$ cat src/rtl/pixel_writeback_packer.sv
// Pixel writeback packer: collects PIX_PER_WORD pixels from the upstream stream.
// Each full word goes out as one memory write. The final word of a frame may be
// partial, and its unfilled pixel slots are zero.
module pixel_writeback_packer #(
  parameter int W_ADDR_SIZE_BITS = 16,
  parameter int BIT_PER_PIXEL    = 8,
  parameter int PIX_PER_WORD     = 3
) (
  input  logic                                   clk,
  input  logic                                   rst,
  input  logic                                   start,
  input  logic [W_ADDR_SIZE_BITS-1:0]            write_start_address,
  input  logic [24:0]                            num_pix,
  input  logic                                   pix_valid,
  input  logic [BIT_PER_PIXEL-1:0]               pix_data,
  output logic                                   pix_ready,
  input  logic                                   mem_ready,
  output logic [W_ADDR_SIZE_BITS-1:0]            address,
  output logic [PIX_PER_WORD*BIT_PER_PIXEL-1:0]  w_data,
  output logic                                   write_enable,
  output logic                                   busy,
  output logic                                   done
);

  localparam int SLOT_W = (PIX_PER_WORD > 1) ? $clog2(PIX_PER_WORD) : 1;
  localparam logic [SLOT_W-1:0] LAST_SLOT = SLOT_W'(PIX_PER_WORD - 1);

  typedef enum logic [1:0] {IDLE, COLLECT, WRITE, DONE} state_t;

  state_t            state;
  state_t            state_next;
  logic [SLOT_W-1:0] slot;
  logic [24:0]       remaining;
  logic              accept;
  logic              word_full;

  // Every handshake and status output is a direct decode of the current state.
  assign pix_ready    = (state == COLLECT);
  assign write_enable = (state == WRITE);
  assign busy         = (state != IDLE);
  assign done         = (state == DONE);

  assign accept    = pix_ready && pix_valid;
  // The word closes on its last slot, or early on the last pixel of the frame.
  assign word_full = (slot == LAST_SLOT) || (remaining == 25'd1);

  // State register with synchronous reset.
  // NOTE: sequential state uses non-blocking (<=) so every register samples pre-edge values.
  always_ff @(posedge clk) begin
    if (rst) state <= IDLE;
    else     state <= state_next;
  end

  // Next-state logic.
  // NOTE: state_next gets a default before the case so no path leaves it unassigned (no latch).
  always_comb begin
    state_next = state;
    case (state)
      IDLE:    if (start) state_next = (num_pix == 25'd0) ? DONE : COLLECT;
      COLLECT: if (accept && word_full) state_next = WRITE;
      WRITE:   if (mem_ready) state_next = (remaining != 25'd0) ? COLLECT : DONE;
      DONE:    state_next = IDLE;
      default: state_next = IDLE;
    endcase
  end

  // Datapath: load the frame on start, pack accepted pixels, and advance the address on each accepted write.
  always_ff @(posedge clk) begin
    if (rst) begin
      address   <= '0;
      w_data    <= '0;
      slot      <= '0;
      remaining <= '0;
    end else begin
      case (state)
        IDLE: begin
          if (start) begin
            address   <= write_start_address;
            remaining <= num_pix;
            slot      <= '0;
            w_data    <= '0;
          end
        end
        COLLECT: begin
          if (accept) begin
            w_data[slot*BIT_PER_PIXEL +: BIT_PER_PIXEL] <= pix_data;
            remaining <= remaining - 25'd1;
            slot      <= slot + 1'b1;
          end
        end
        WRITE: begin
          if (mem_ready) begin
            slot    <= '0;
            w_data  <= '0;
            address <= address + 1'b1;
          end
        end
        default: ;
      endcase
    end
  end

endmodule

$ cat config.mk
export PLATFORM = sky130hd
export DESIGN_NAME = pixel_writeback_packer
export DESIGN_NICKNAME = d
export VERILOG_FILES = /design/src/rtl/pixel_writeback_packer.sv
export SDC_FILE = /design/constraint.sdc
export NUM_CORES = 1
export LEC_CHECK = 0
export ABC_AREA = 1
export BUFFER_PORTS_ARGS = -buffer_cell sky130_fd_sc_hd__buf_4
export CAP_MARGIN = 20
export CELL_PAD_IN_SITES_DETAIL_PLACEMENT = 0
export CELL_PAD_IN_SITES_GLOBAL_PLACEMENT = 1
export CORE_ASPECT_RATIO = 2
export CORE_UTILIZATION = 35
export DETAILED_ROUTE_END_ITERATION = 16
export PLACE_DENSITY_LB_ADDON = 0.1
export SYNTH_ARGS = -nofsm -noshare
export SYNTH_HDL_FRONTEND = slang
export SYNTH_SLANG_ARGS = --single-unit
$ cat constraint.sdc
create_clock -name clk -period 4.95 [get_ports clk]
set_clock_uncertainty 0.15 [all_clocks]
set_input_delay 0.2475 -clock clk [delete_from_list [all_inputs] [get_ports clk]]
set_output_delay 0.2475 -clock clk [all_outputs]
set_load 0.05 [all_outputs]
==> flow_metrics.tcl <==
set metrics [dict create \
    routed_wl_mm 13.70 \
    clk_latency_ps 340 \
    rows 57 \
    clock.fmax_mhz 359.9 \
    critPathSlowestCell "dfxtp_1" \
    synth_top_family_by_area "simple AND/OR/NAND/NOR gates" \
    path_clk_slew_ps 60 \
    synthAdderAreaFrac_pct 2.325 \
    ys_seq_elements 69 \
    synthTopCellsByCount "nand2_1, nor2_1, dfxtp_1, inv_1, a21oi_1" \
    ir_worst_vdd_v 0.0003750 \
    setup_ws_ps 2171 \
    cts_tree "built" \
    drc 0 \
    cap_violations 0 \
    gp_congestion 0.8705 \
    max_stage_delay_ps 880 \
    fill_cells 1317 \
    setup_viol 0 \
    grt_overflow_total 0 \
    synthFlopType "dfxtp_1" \
    clockBufferDepth 2 \
    drt-pass1-iter-count 4 \
    regToRegSetupSlack_ps 2170 \
    cts_resized 0 \
    crit_chain "inv_2, nor2_4, nand2_2, nand3_2, inv_1, o21ai_0, a21oi_1, o21a_1" \
    worst_setup_path_start_kind "register" \
    hp-start "write_start_address[11]" \
    syn_area_sq_mm 0.004305 \
    synth_top_area_cell "dfxtp_1" \
    synth_simple_gate_area_share_pct 41.03 \
    cts-htree-levels 3 \
    fin_crit_sh_pct 56.13 \
    ys_types 38 \
    syn-num-nets 770 \
    cts_made_buffers 9 \
    ant_nets 0 \
    worstPathRequired_ps 5020 \
    criticalPathCategory "register to register" \
    crit_path_max_fanout 23 \
    min_path_type "input pin to register" \
    drt-initial-drc-count 154 \
    arrival_ps 2850 \
    areaGrowthSynthToFinish_pct 26.50 \
    vias 4773 \
    initial_core_util_pct 35.72 \
    crit_family "flip-flops" \
    ys_async_sr_fraction_pct 0 \
    fp.dieW_um 80.43 \
    track_usage_pct 22.03 \
    insertedDiodeCount 0 \
    root_buffer "clkbuf_16" \
    grt_pass1_wl_mm 21.58 \
    synth_cells 708 \
    grt_pass1_vias 4579 \
    synth_edf_count 0 \
    maxSlewHeadroom_pct 41.30 \
    slew_violations 0 \
    timing.rr.end "address[5]" \
    worstMarginPinSlew_ps 879.6 \
    fin_crit_ps 2779 \
    ys_seq_area_share_pct 32.08 \
    synth.area.top_cells "dfxtp_1, nand2_1, nor2_1" \
    fin_nets 855 \
    path_buf_inv 2 \
    whs_ps 40.71 \
    synth_most_common_cell "nand2_1" \
    synth_compound_area_share_pct 15.14 \
    synth_xor_area_share_pct 0.6103 \
    reg2reg_depth 8 \
    muxShareOfSynthArea_pct 0 \
    endpoint_kind "register" \
    fp.dieArea_sq_mm 0.01278 \
    drive_above_1_share_pct 17.44 \
    dpl_worst_slack_ps 2196 \
    status "finished clean" \
    cts.sinks 69 \
    io_pins 98 \
    hold_buffers 0 \
    vias_per_cell 5.056 \
    hpwl_mm 10.37 \
    synth_top_area_share_pct 32.08 \
    die_height_um 158.9 \
    core_sq_mm 0.01205 \
    holdPathStages 3 \
    cts_setup_buffers 0 \
    synth_warnings 0 \
    post-route-util_pct 45.19 \
    r2r-start "state[1]" \
    routedWlPerCell_um 14.51 \
    antenna_found_initial 0 \
    grt_max_degree 47 \
    hold_path_end "address[11]" \
    portBuffers 97 \
    setup_tns_ps 0 \
    rsz0062_at_grt "false" \
    p_leak_nw 2.547 \
    syn_avg_cell_area_sq_um 6.081 \
    p_per_area_mw_per_mm2 816.5 \
    finalHoldViolations 0 \
]
-- cells in the final DEF (no fill, tap or decap), drive strengths merged, types with 3 or more instances in the layout --
master,Yosys,routed
nor3,13,13
a211oi,3,3
nand4,8,8
xor2,3,3
or2,5,5
dfxtp,69,69
nor2,149,149
nand2,197,197
inv,68,68
nand3b,4,4
a21oi,50,50
clkinv,0,3
clkbuf,10,9
bufinv,0,3
o21ai,55,55
buf,15,99
a31oi,4,4
nand3,39,39
ha,8,8
-- routing by layer --
layer | track usage, % | vias up | part of all wire, %
met5 | 0 | - | 0
met4 | 10.55 | 0 | 3.7
met3 | 3.793 | 25 | 3.4
met2 | 41.56 | 110 | 55
met1 | 22.10 | 2209 | 38
li1 | - | 2429 | -
-- layout make-up --
type	instances	area (sq um)	area share, %
inverters	68	255.2	4.686
flip-flops and latches	69	1381	25.36
multi-input cells	546	2545	46.73
clock buffers	9	225.2	4.135
repair buffers	99	743.2	13.65
clock inverters	6	112.6	2.068
well taps	147	183.9	3.377
-- registers in the layout, indices dropped and copies added (netlist names) --
signal,count
address,16
remaining,25
slot,2
state,2
w_data,24
-- cells by family (layout without fill, tap and decap cells) --
| logic type | count (synthesis) | after routing |
|---|---|---|
| AOI/OAI and AO/OA | 118 | 118 |
| xor gates and xnor gates | 3 | 3 |
| adders and majority gates | 8 | 8 |
| buffers and inverters | 93 | 182 |
| DFF | 69 | 69 |
| and+or+nand+nor | 417 | 417 |
-- worst max-delay path by stage --
stage	cells past startpoint	from	slack [ps]	endpoint
floorplan	8	address[0]	3050	address[10]
global placement	10	state[1]	2250	w_data[7]
detailed placement	8	state[1]	2200	address[5]
CTS	10	state[1]	2170	w_data[19]
global route	8	state[1]	1970	address[5]
finish	8	state[1]	2170	address[5]
-- per-stage QoR --
| step | instance area [sq um] | std cells | total power [mW] |
|---|---|---|---|
| floorplan | 4305 | 708 | 3.024 |
| global placement | 5109 | 929 | 3.701 |
| detailed placement | 5109 | 929 | 3.718 |
| finish | 5446 | 944 | 4.447 |
| CTS | 5446 | 944 | 4.484 |
| global route | 5446 | 944 | 4.802 |
-- worst register-to-register path, cell delays in order, from the launching register on --
cell     delay, ps
dfxtp_1        880
inv_2          210
nor2_4         320
nand2_2        120
nand3_2        240
inv_1          310
o21ai_0        200
a21oi_1         60
o21a_1         180
-- where the power goes --
part | switching (mW) | internal (mW)
logic | 1.85 | 0.782
registers | 0.258 | 0.813
clock network | 0.258 | 0.490
Power figures use the tool's default switching activity.
